## config.mk

```make
export PLATFORM = sky130hd
export DESIGN_NAME = keypad_pin_ctrl_flat
export DESIGN_NICKNAME = d
export VERILOG_FILES = /design/src/rtl/keypad_pin_if.sv /design/src/rtl/keypad_pin_ctrl.sv /design/src/flat_wrapper.sv
export SDC_FILE = /design/constraint.sdc
export NUM_CORES = 1
export LEC_CHECK = 0
export CAP_MARGIN = 20
export CORE_MARGIN = 3
export CORE_UTILIZATION = 30
export CTS_BUF_LIST = sky130_fd_sc_hd__clkbuf_4
export DETAILED_ROUTE_END_ITERATION = 8
export HOLD_SLACK_MARGIN = 0.12
export RECOVER_POWER = 25
export SETUP_SLACK_MARGIN = 0.4
export SYNTH_ARGS = -nofsm -noshare
export SYNTH_HDL_FRONTEND = slang
export SYNTH_SLANG_ARGS = --single-unit
```

## constraint.sdc

```tcl
create_clock -name clk -period 13.7 [get_ports clk]
set_input_delay 2.74 -clock clk [delete_from_list [all_inputs] [get_ports clk]]
set_output_delay 2.74 -clock clk [all_outputs]
set_load 0.05 [all_outputs]
```

## src/rtl/keypad_pin_if.sv

```systemverilog
// keypad_pin_if
//   Connects the keypad column scanner to the PIN lock controller. The
//   controller reads the raw key here and reports the lock status that feeds
//   the door, LED and 7-segment logic.
//   key_down, key_code : currently held key (0-9 digit, 10 '*', 11 '#')
//   unlocked           : lock open
//   fail_pulse         : one-cycle pulse on a wrong PIN
//   prog_done          : one-cycle pulse when a new PIN is stored
//   locked_out         : high during lockout
//   prog_mode          : high while a new PIN is being entered
//   entry_cnt          : digits currently in the entry buffer
//   entry_digits       : entry buffer, newest digit in the LSB nibble
//   tries_left         : wrong attempts still allowed
interface keypad_pin_if #(
  parameter int PIN_LEN = 4
);
  logic                   key_down;
  logic [3:0]             key_code;
  logic                   unlocked;
  logic                   fail_pulse;
  logic                   prog_done;
  logic                   locked_out;
  logic                   prog_mode;
  logic [2:0]             entry_cnt;
  logic [4*PIN_LEN-1:0]   entry_digits;
  logic [1:0]             tries_left;

  modport master (
    output key_down, key_code,
    input  unlocked, fail_pulse, prog_done, locked_out, prog_mode,
           entry_cnt, entry_digits, tries_left
  );

  modport slave (
    input  key_down, key_code,
    output unlocked, fail_pulse, prog_done, locked_out, prog_mode,
           entry_cnt, entry_digits, tries_left
  );
endinterface

```

## src/rtl/keypad_pin_ctrl.sv

```systemverilog
// keypad_pin_ctrl
//   PIN-entry lock controller. Debounces the held key into single events,
//   collects digits, checks them against the stored PIN, counts wrong
//   attempts, enforces a timed lockout and lets the PIN be reprogrammed
//   while the lock is open.
//   clk : system clock
//   rst : asynchronous, active-high reset
//   bus : keypad_pin_if slave side (key inputs, lock status outputs)
module keypad_pin_ctrl #(
  parameter int                   PIN_LEN         = 4,
  parameter int                   DEBOUNCE_CYCLES = 12500,
  parameter int                   MAX_TRIES       = 3,
  parameter int                   UNLOCK_CYCLES   = 25000000,
  parameter int                   LOCK_CYCLES     = 50000000,
  parameter logic [4*PIN_LEN-1:0] DEFAULT_PIN     = 16'h1234
) (
  input  logic         clk,
  input  logic         rst,
  keypad_pin_if.slave  bus
);

  localparam int          DW        = 4 * PIN_LEN;
  localparam logic [26:0] DEB       = 27'(DEBOUNCE_CYCLES);
  localparam logic [26:0] UNL_LOAD  = 27'(UNLOCK_CYCLES - 1);
  localparam logic [26:0] LOCK_LOAD = 27'(LOCK_CYCLES - 1);
  localparam logic [2:0]  LEN       = 3'(PIN_LEN);
  localparam logic [1:0]  TRIES_MAX = 2'(MAX_TRIES);

  typedef enum logic [2:0] {
    ST_ENTRY    = 3'd0,
    ST_CHECK    = 3'd1,
    ST_UNLOCKED = 3'd2,
    ST_PROG     = 3'd3,
    ST_LOCKOUT  = 3'd4
  } state_t;

  // ---------------- debounce ----------------
  logic [3:0]  prev_code_r;
  logic [26:0] stab_r, stab_s;
  logic [26:0] rel_r, rel_s;
  logic        armed_r;
  logic        key_evt_s;

  // Run lengths of the current hold and of the current release; the event
  // fires only on the cycle the hold run first reaches the threshold.
  always_comb begin
    stab_s = 27'd0;
    rel_s  = 27'd0;
    if (bus.key_down) begin
      if (bus.key_code != prev_code_r) begin
        stab_s = 27'd1;
      end else if (stab_r >= DEB) begin
        stab_s = stab_r;
      end else begin
        stab_s = stab_r + 27'd1;
      end
    end else begin
      if (rel_r >= DEB) begin
        rel_s = rel_r;
      end else begin
        rel_s = rel_r + 27'd1;
      end
    end
    key_evt_s = armed_r && bus.key_down && (bus.key_code < 4'd12) &&
                (stab_s == DEB) && (stab_r != DEB);
  end

  // Debounce registers; an event disarms until a long enough release.
  always_ff @(posedge clk or posedge rst) begin
    if (rst) begin
      prev_code_r <= 4'd0;
      stab_r      <= 27'd0;
      rel_r       <= 27'd0;
      armed_r     <= 1'b1;
    end else begin
      prev_code_r <= bus.key_code;
      stab_r      <= stab_s;
      rel_r       <= rel_s;
      if (key_evt_s) begin
        armed_r <= 1'b0;
      end else if (!bus.key_down && (rel_s == DEB)) begin
        armed_r <= 1'b1;
      end else begin
        armed_r <= armed_r;
      end
    end
  end

  // ---------------- sequencer ----------------
  state_t          state_r, state_s;
  logic [DW-1:0]   buf_r, buf_s;
  logic [2:0]      cnt_r, cnt_s;
  logic [DW-1:0]   pin_r, pin_s;
  logic [1:0]      tries_r, tries_s;
  logic [26:0]     timer_r, timer_s;
  logic            fail_s, done_s;
  logic            unlocked_r, fail_r, done_r, locked_r, prog_r;
  logic            is_digit_s, is_star_s, is_hash_s, full_s;
  logic [DW-1:0]   shifted_s;

  // Next-state and datapath; timer expiry takes priority over key events.
  always_comb begin
    state_s    = state_r;
    buf_s      = buf_r;
    cnt_s      = cnt_r;
    pin_s      = pin_r;
    tries_s    = tries_r;
    timer_s    = timer_r;
    fail_s     = 1'b0;
    done_s     = 1'b0;
    is_digit_s = bus.key_code < 4'd10;
    is_star_s  = bus.key_code == 4'd10;
    is_hash_s  = bus.key_code == 4'd11;
    full_s     = cnt_r == LEN;
    shifted_s  = (buf_r << 3'd4) | DW'(bus.key_code);
    case (state_r)
      ST_ENTRY: begin
        if (key_evt_s) begin
          if (is_digit_s) begin
            if (!full_s) begin
              buf_s = shifted_s;
              cnt_s = cnt_r + 3'd1;
            end else begin
              buf_s = buf_r;
            end
          end else if (is_star_s) begin
            buf_s = {DW{1'b0}};
            cnt_s = 3'd0;
          end else if (is_hash_s && full_s) begin
            state_s = ST_CHECK;
          end else begin
            buf_s = {DW{1'b0}};
            cnt_s = 3'd0;
          end
        end else begin
          state_s = ST_ENTRY;
        end
      end
      ST_CHECK: begin
        buf_s = {DW{1'b0}};
        cnt_s = 3'd0;
        if (buf_r == pin_r) begin
          state_s = ST_UNLOCKED;
          tries_s = TRIES_MAX;
          timer_s = UNL_LOAD;
        end else begin
          fail_s  = 1'b1;
          tries_s = tries_r - 2'd1;
          if (tries_r == 2'd1) begin
            state_s = ST_LOCKOUT;
            timer_s = LOCK_LOAD;
          end else begin
            state_s = ST_ENTRY;
          end
        end
      end
      ST_UNLOCKED: begin
        if (timer_r == 27'd0) begin
          state_s = ST_ENTRY;
        end else if (key_evt_s && is_star_s) begin
          state_s = ST_ENTRY;
        end else if (key_evt_s && is_hash_s) begin
          state_s = ST_PROG;
          timer_s = UNL_LOAD;
        end else begin
          timer_s = timer_r - 27'd1;
        end
      end
      ST_PROG: begin
        if (timer_r == 27'd0) begin
          state_s = ST_ENTRY;
          buf_s   = {DW{1'b0}};
          cnt_s   = 3'd0;
        end else if (key_evt_s) begin
          timer_s = UNL_LOAD;
          if (is_digit_s) begin
            if (!full_s) begin
              buf_s = shifted_s;
              cnt_s = cnt_r + 3'd1;
            end else begin
              buf_s = buf_r;
            end
          end else if (is_star_s) begin
            // '*' on an empty buffer leaves programming altogether
            buf_s = {DW{1'b0}};
            cnt_s = 3'd0;
            if (cnt_r == 3'd0) begin
              state_s = ST_ENTRY;
            end else begin
              state_s = ST_PROG;
            end
          end else if (is_hash_s && full_s) begin
            pin_s   = buf_r;
            done_s  = 1'b1;
            buf_s   = {DW{1'b0}};
            cnt_s   = 3'd0;
            state_s = ST_ENTRY;
          end else begin
            buf_s = {DW{1'b0}};
            cnt_s = 3'd0;
          end
        end else begin
          timer_s = timer_r - 27'd1;
        end
      end
      ST_LOCKOUT: begin
        if (timer_r == 27'd0) begin
          state_s = ST_ENTRY;
          tries_s = TRIES_MAX;
        end else begin
          timer_s = timer_r - 27'd1;
        end
      end
      default: begin
        state_s = ST_ENTRY;
      end
    endcase
  end

  // Sequencer state and registered status outputs.
  always_ff @(posedge clk or posedge rst) begin
    if (rst) begin
      state_r    <= ST_ENTRY;
      buf_r      <= {DW{1'b0}};
      cnt_r      <= 3'd0;
      pin_r      <= DEFAULT_PIN;
      tries_r    <= TRIES_MAX;
      timer_r    <= 27'd0;
      unlocked_r <= 1'b0;
      fail_r     <= 1'b0;
      done_r     <= 1'b0;
      locked_r   <= 1'b0;
      prog_r     <= 1'b0;
    end else begin
      state_r    <= state_s;
      buf_r      <= buf_s;
      cnt_r      <= cnt_s;
      pin_r      <= pin_s;
      tries_r    <= tries_s;
      timer_r    <= timer_s;
      unlocked_r <= state_s == ST_UNLOCKED;
      fail_r     <= fail_s;
      done_r     <= done_s;
      locked_r   <= state_s == ST_LOCKOUT;
      prog_r     <= state_s == ST_PROG;
    end
  end

  assign bus.unlocked     = unlocked_r;
  assign bus.fail_pulse   = fail_r;
  assign bus.prog_done    = done_r;
  assign bus.locked_out   = locked_r;
  assign bus.prog_mode    = prog_r;
  assign bus.entry_cnt    = cnt_r;
  assign bus.entry_digits = buf_r;
  assign bus.tries_left   = tries_r;

endmodule

```

## src/flat_wrapper.sv

```systemverilog
// flat-port wrapper written by rule: the top's interface ports become plain ports
module keypad_pin_ctrl_flat 
#(
  parameter int                   PIN_LEN         = 4,
  parameter int                   DEBOUNCE_CYCLES = 12500,
  parameter int                   MAX_TRIES       = 3,
  parameter int                   UNLOCK_CYCLES   = 25000000,
  parameter int                   LOCK_CYCLES     = 50000000,
  parameter logic [4*PIN_LEN-1:0] DEFAULT_PIN     = 16'h1234
)
  (clk, rst, bus_key_down, bus_key_code, bus_unlocked, bus_fail_pulse, bus_prog_done, bus_locked_out, bus_prog_mode, bus_entry_cnt, bus_entry_digits, bus_tries_left);
  keypad_pin_if #(.PIN_LEN(PIN_LEN)) bus_i ();
  input  logic clk;
  input  logic rst;
  input wire logic [$bits(bus_i.key_down)-1:0] bus_key_down;
  input wire logic [$bits(bus_i.key_code)-1:0] bus_key_code;
  output wire logic [$bits(bus_i.unlocked)-1:0] bus_unlocked;
  output wire logic [$bits(bus_i.fail_pulse)-1:0] bus_fail_pulse;
  output wire logic [$bits(bus_i.prog_done)-1:0] bus_prog_done;
  output wire logic [$bits(bus_i.locked_out)-1:0] bus_locked_out;
  output wire logic [$bits(bus_i.prog_mode)-1:0] bus_prog_mode;
  output wire logic [$bits(bus_i.entry_cnt)-1:0] bus_entry_cnt;
  output wire logic [$bits(bus_i.entry_digits)-1:0] bus_entry_digits;
  output wire logic [$bits(bus_i.tries_left)-1:0] bus_tries_left;
  assign bus_i.key_down = bus_key_down;
  assign bus_i.key_code = bus_key_code;
  assign bus_unlocked = bus_i.unlocked;
  assign bus_fail_pulse = bus_i.fail_pulse;
  assign bus_prog_done = bus_i.prog_done;
  assign bus_locked_out = bus_i.locked_out;
  assign bus_prog_mode = bus_i.prog_mode;
  assign bus_entry_cnt = bus_i.entry_cnt;
  assign bus_entry_digits = bus_i.entry_digits;
  assign bus_tries_left = bus_i.tries_left;
  keypad_pin_ctrl #(.PIN_LEN(PIN_LEN), .DEBOUNCE_CYCLES(DEBOUNCE_CYCLES), .MAX_TRIES(MAX_TRIES), .UNLOCK_CYCLES(UNLOCK_CYCLES), .LOCK_CYCLES(LOCK_CYCLES), .DEFAULT_PIN(DEFAULT_PIN)) u_core (.clk(clk), .rst(rst), .bus(bus_i));
endmodule
```

==> results.rst <==
.. list-table::
   :header-rows: 1

   * - Metric
     - Value
   * - Status
     - finished, violations left
   * - Violations in the final reports
     - capacitance limit, slew limit
   * - DPL Wire Length
     - 10280 um
   * - TritonCTS clock tree
     - yes
   * - Final worst path period share
     - 44.08%
   * - Portion of the post-synthesis area used by sequential elements
     - 48.24%
   * - Max Slew Vio Count
     - 70
   * - Pin count of the biggest net entering global routing
     - 70
   * - Post-synthesis instance area
     - 6817 sq um
   * - Post-CTS setup buffer count
     - 0
   * - Cells after Synth
     - 690
   * - Count of endpoints failing hold in the final timing report
     - 0
   * - Post-Synthesis Mean Instance Area
     - 9.879 sq um
   * - Share of the synthesized area in the top cell type
     - 45.15%
   * - Flop-to-flop setup slack
     - 9.47 ns
   * - Number of nets produced by synthesis
     - 706
   * - Core Rows
     - 54
   * - Height of the die
     - 156.7 um
   * - Insertion delay of the later-clocked pin in the worst-skew pair
     - 0.55 ns
   * - Count of cells along the worst register-to-register path
     - 9
   * - Class of the most critical setup path
     - input port to flip-flop
   * - Leakage power figure
     - 3.101 nW
   * - Total placed cells including tap cells
     - 976
   * - Remaining global-route overflow
     - 0
   * - TritonCTS buffer count
     - 17
   * - CTS Hold Bufs
     - 0
   * - Number of H-tree levels
     - 4
   * - Number of design rule violations left after detail routing
     - 0
   * - Max cap viols
     - 1
   * - Power density over cell area
     - 88.31 nW/um^2
   * - Total Die Area
     - 24570 sq um
   * - Max-Slew Margin vs Limit
     - -98.50%
   * - DR iter-0 viols
     - 317
   * - Initial core utilization
     - 30.85%
   * - Post-detailed-routing wire length
     - 15150 um
   * - Count of cell types in the netlist
     - 67
   * - Crit Path Max Fanout
     - 41
   * - Root buffer selected by CTS
     - sky130_fd_sc_hd__clkbuf_4
   * - Die X-Extent
     - 156.7 um
   * - Crit path capture type
     - flip-flop
   * - Clock tree buffer depth
     - 2
   * - Post-synth top flop
     - sky130_fd_sc_hd__dfrtp_1
   * - Post-Route Setup TNS
     - 0 ns
   * - Path class of the lowest-slack min-delay path
     - flip-flop to flip-flop
   * - Wire length per cell after detailed routing
     - 15.00 um
   * - Nets@finish
     - 732
   * - Nature of the critical path startpoint
     - input port
   * - Most used standard cell by instance count after synthesis
     - sky130_fd_sc_hd__dfrtp_1
   * - Maximum clock skew at final layout
     - 0.02331 ns
   * - Top cells by count, synth
     - sky130_fd_sc_hd__dfrtp_1 (123), sky130_fd_sc_hd__nor2_1 (64), sky130_fd_sc_hd__nand2_1 (48)
   * - Overall power after layout
     - 676.4 uW
   * - Global router's overall resource usage
     - 13.07%
   * - Yosys synthesis warning count
     - 0
   * - Required @ worst endpoint
     - 14.12 ns
   * - Arrival time at the worst endpoint
     - 6.46 ns
   * - Highest Clock Rate
     - 0.1656 GHz
   * - Post-layout instance count excluding filler cells
     - 1010
   * - Final count of negative-setup-slack endpoints
     - 0
   * - Top-level port count
     - 33
   * - Port Buffers
     - 32
   * - Worst-case hold slack
     - 0.4962 ns
   * - Routed vias
     - 5243
   * - Final weighted congestion in routability-driven placement
     - 0.8914
   * - Num Clock Sinks
     - 131
   * - Area of the placeable core
     - 22090 sq um
   * - Number of antenna violations at the first check in global routing
     - 1
   * - Via count of the first global-routing pass
     - 5160
   * - Number of enable flip-flop cells after synthesis
     - 0
   * - Shortest clock period the worst path allows after layout
     - 6.039 ns
   * - Via density per instance
     - 5.191
   * - Number of iterations in the first detailed-routing pass
     - 5
   * - Number of resized instances in the post-cts repair step
     - 0
   * - Cell type with the highest aggregate area in the netlist
     - sky130_fd_sc_hd__dfrtp_1
   * - Unrepaired setup endpoints after global routing
     - no
   * - Remaining number of nets flagged by the antenna check after routing
     - 0
   * - Depth of the worst hold-timing path
     - 2
   * - Proportion of synthesized flip-flops having asynchronous set or reset
     - 100.0%
   * - IR Drop Worst-Case VDD
     - 0.03605 mV
   * - Dominant cells by area after synthesis
     - sky130_fd_sc_hd__dfrtp_1 (45%), sky130_fd_sc_hd__nor2_1 (3.5%), sky130_fd_sc_hd__xnor2_1 (3.3%)
   * - Global-route wire length before repair
     - 26210 um
   * - CTS clock-pin slew for the worst setup and hold paths
     - 0.12 ns
   * - Synthesis-to-finish area growth
     - 12.37%
   * - Slew at the pin with the worst max-slew slack
     - 2.961 ns
   * - Share of final-layout standard cells stronger than drive strength 1
     - 10.97%
   * - Flip-flop and latch count after synthesis
     - 131
state kept, by name (all words and copies together) (netlist names), 2 cells and up:
signal / count
u_core.bus.entry_cnt: 3
u_core.bus.entry_digits: 16
u_core.bus.tries_left: 2
u_core.pin_r: 16
u_core.prev_code_r: 4
u_core.rel_r: 27
u_core.stab_r: 27
u_core.state_r: 3
u_core.timer_r: 27
path summary, 6_finish.rpt:
check	from	to
min	u_core.armed_r	u_core.armed_r
min reg2reg	u_core.armed_r	u_core.armed_r
max	bus_key_code[0]	u_core.timer_r[8]
max in group asynchronous	rst	u_core.bus.locked_out
min in group asynchronous	rst	u_core.rel_r[16]
max reg2reg	u_core.stab_r[19]	u_core.timer_r[8]
cells in the final DEF (no fill, tap or decap), types with 9 or more instances in the layout:
master	n
sky130_fd_sc_hd__inv_1	26
sky130_fd_sc_hd__ha_1	9
sky130_fd_sc_hd__nand2_1	48
sky130_fd_sc_hd__mux2_2	17
sky130_fd_sc_hd__xnor2_1	26
sky130_fd_sc_hd__nand3_1	25
sky130_fd_sc_hd__or3_1	9
sky130_fd_sc_hd__nor2b_1	17
sky130_fd_sc_hd__nor3_1	19
sky130_fd_sc_hd__o21ai_0	24
sky130_fd_sc_hd__nand4_1	21
sky130_fd_sc_hd__a22o_1	20
sky130_fd_sc_hd__a21oi_1	36
sky130_fd_sc_hd__and3_1	21
sky130_fd_sc_hd__nor4_1	14
sky130_fd_sc_hd__clkdlybuf4s50_1	27
sky130_fd_sc_hd__nor2_1	64
sky130_fd_sc_hd__xor2_1	16
sky130_fd_sc_hd__dfrtp_1	123
sky130_fd_sc_hd__clkbuf_4	17
per-stage QoR:
stage                     setup slack, ns  util, %  cell area (sq um)
final                               7.661    34.67               7660
after global routing                7.373    34.67               7660
after CTS                           7.763    34.65               7656
after detailed placement            7.137    33.36               7371
after global placement              7.182    33.36               7371
after floorplan                     7.476        -               6817
final cells by class:
cell class,count,area (sq um)
Inverter,27,102.6
Antenna cell,1,2.502
Clock inverter,15,157.7
Sequential cell,131,3288
Timing Repair Buffer,39,376.6
Multi-Input combinational cell,500,3254
Clock buffer,17,127.6
Fill cell,2210,14430
Tap cell,280,350.3
metal layers:
metal / GRT usage (%) / routed length, um
met5: 0 / 0
met3: 3.153 / 568
met2: 19.77 / 6870
met4: 3.918 / 150
met1: 18.55 / 7558
kinds of logic after synthesis:
logic type | synth area share, %
simple gates | 22.85
xor+xnor | 5.396
mux | 3.267
compound gates | 14.67
flops | 48.24
fa+ha+maj | 1.652
buf+inv | 3.928
power by group:
group / leakage, nW / total, mW / internal [mW] / switching (mW)
sequential: 1.71 / 0.390 / 0.388 / 0.00186
clock: 0.146 / 0.265 / 0.109 / 0.156
combinational: 1.25 / 0.0213 / 0.00550 / 0.0157
critical path, cell delays in order:
cell and delay, ns:
sky130_fd_sc_hd__dlygate4sd3_1 0.64, sky130_fd_sc_hd__xor2_1 0.19, sky130_fd_sc_hd__nor4_1 0.29, sky130_fd_sc_hd__buf_4 0.23, sky130_fd_sc_hd__nand2_1 0.34, sky130_fd_sc_hd__a21oi_2 0.28
sky130_fd_sc_hd__and4_1 0.43, sky130_fd_sc_hd__a31o_2 0.73, sky130_fd_sc_hd__nand2b_1 0.43, sky130_fd_sc_hd__o211ai_1 0.15
Note: power is estimated with default switching activity, not from simulation.
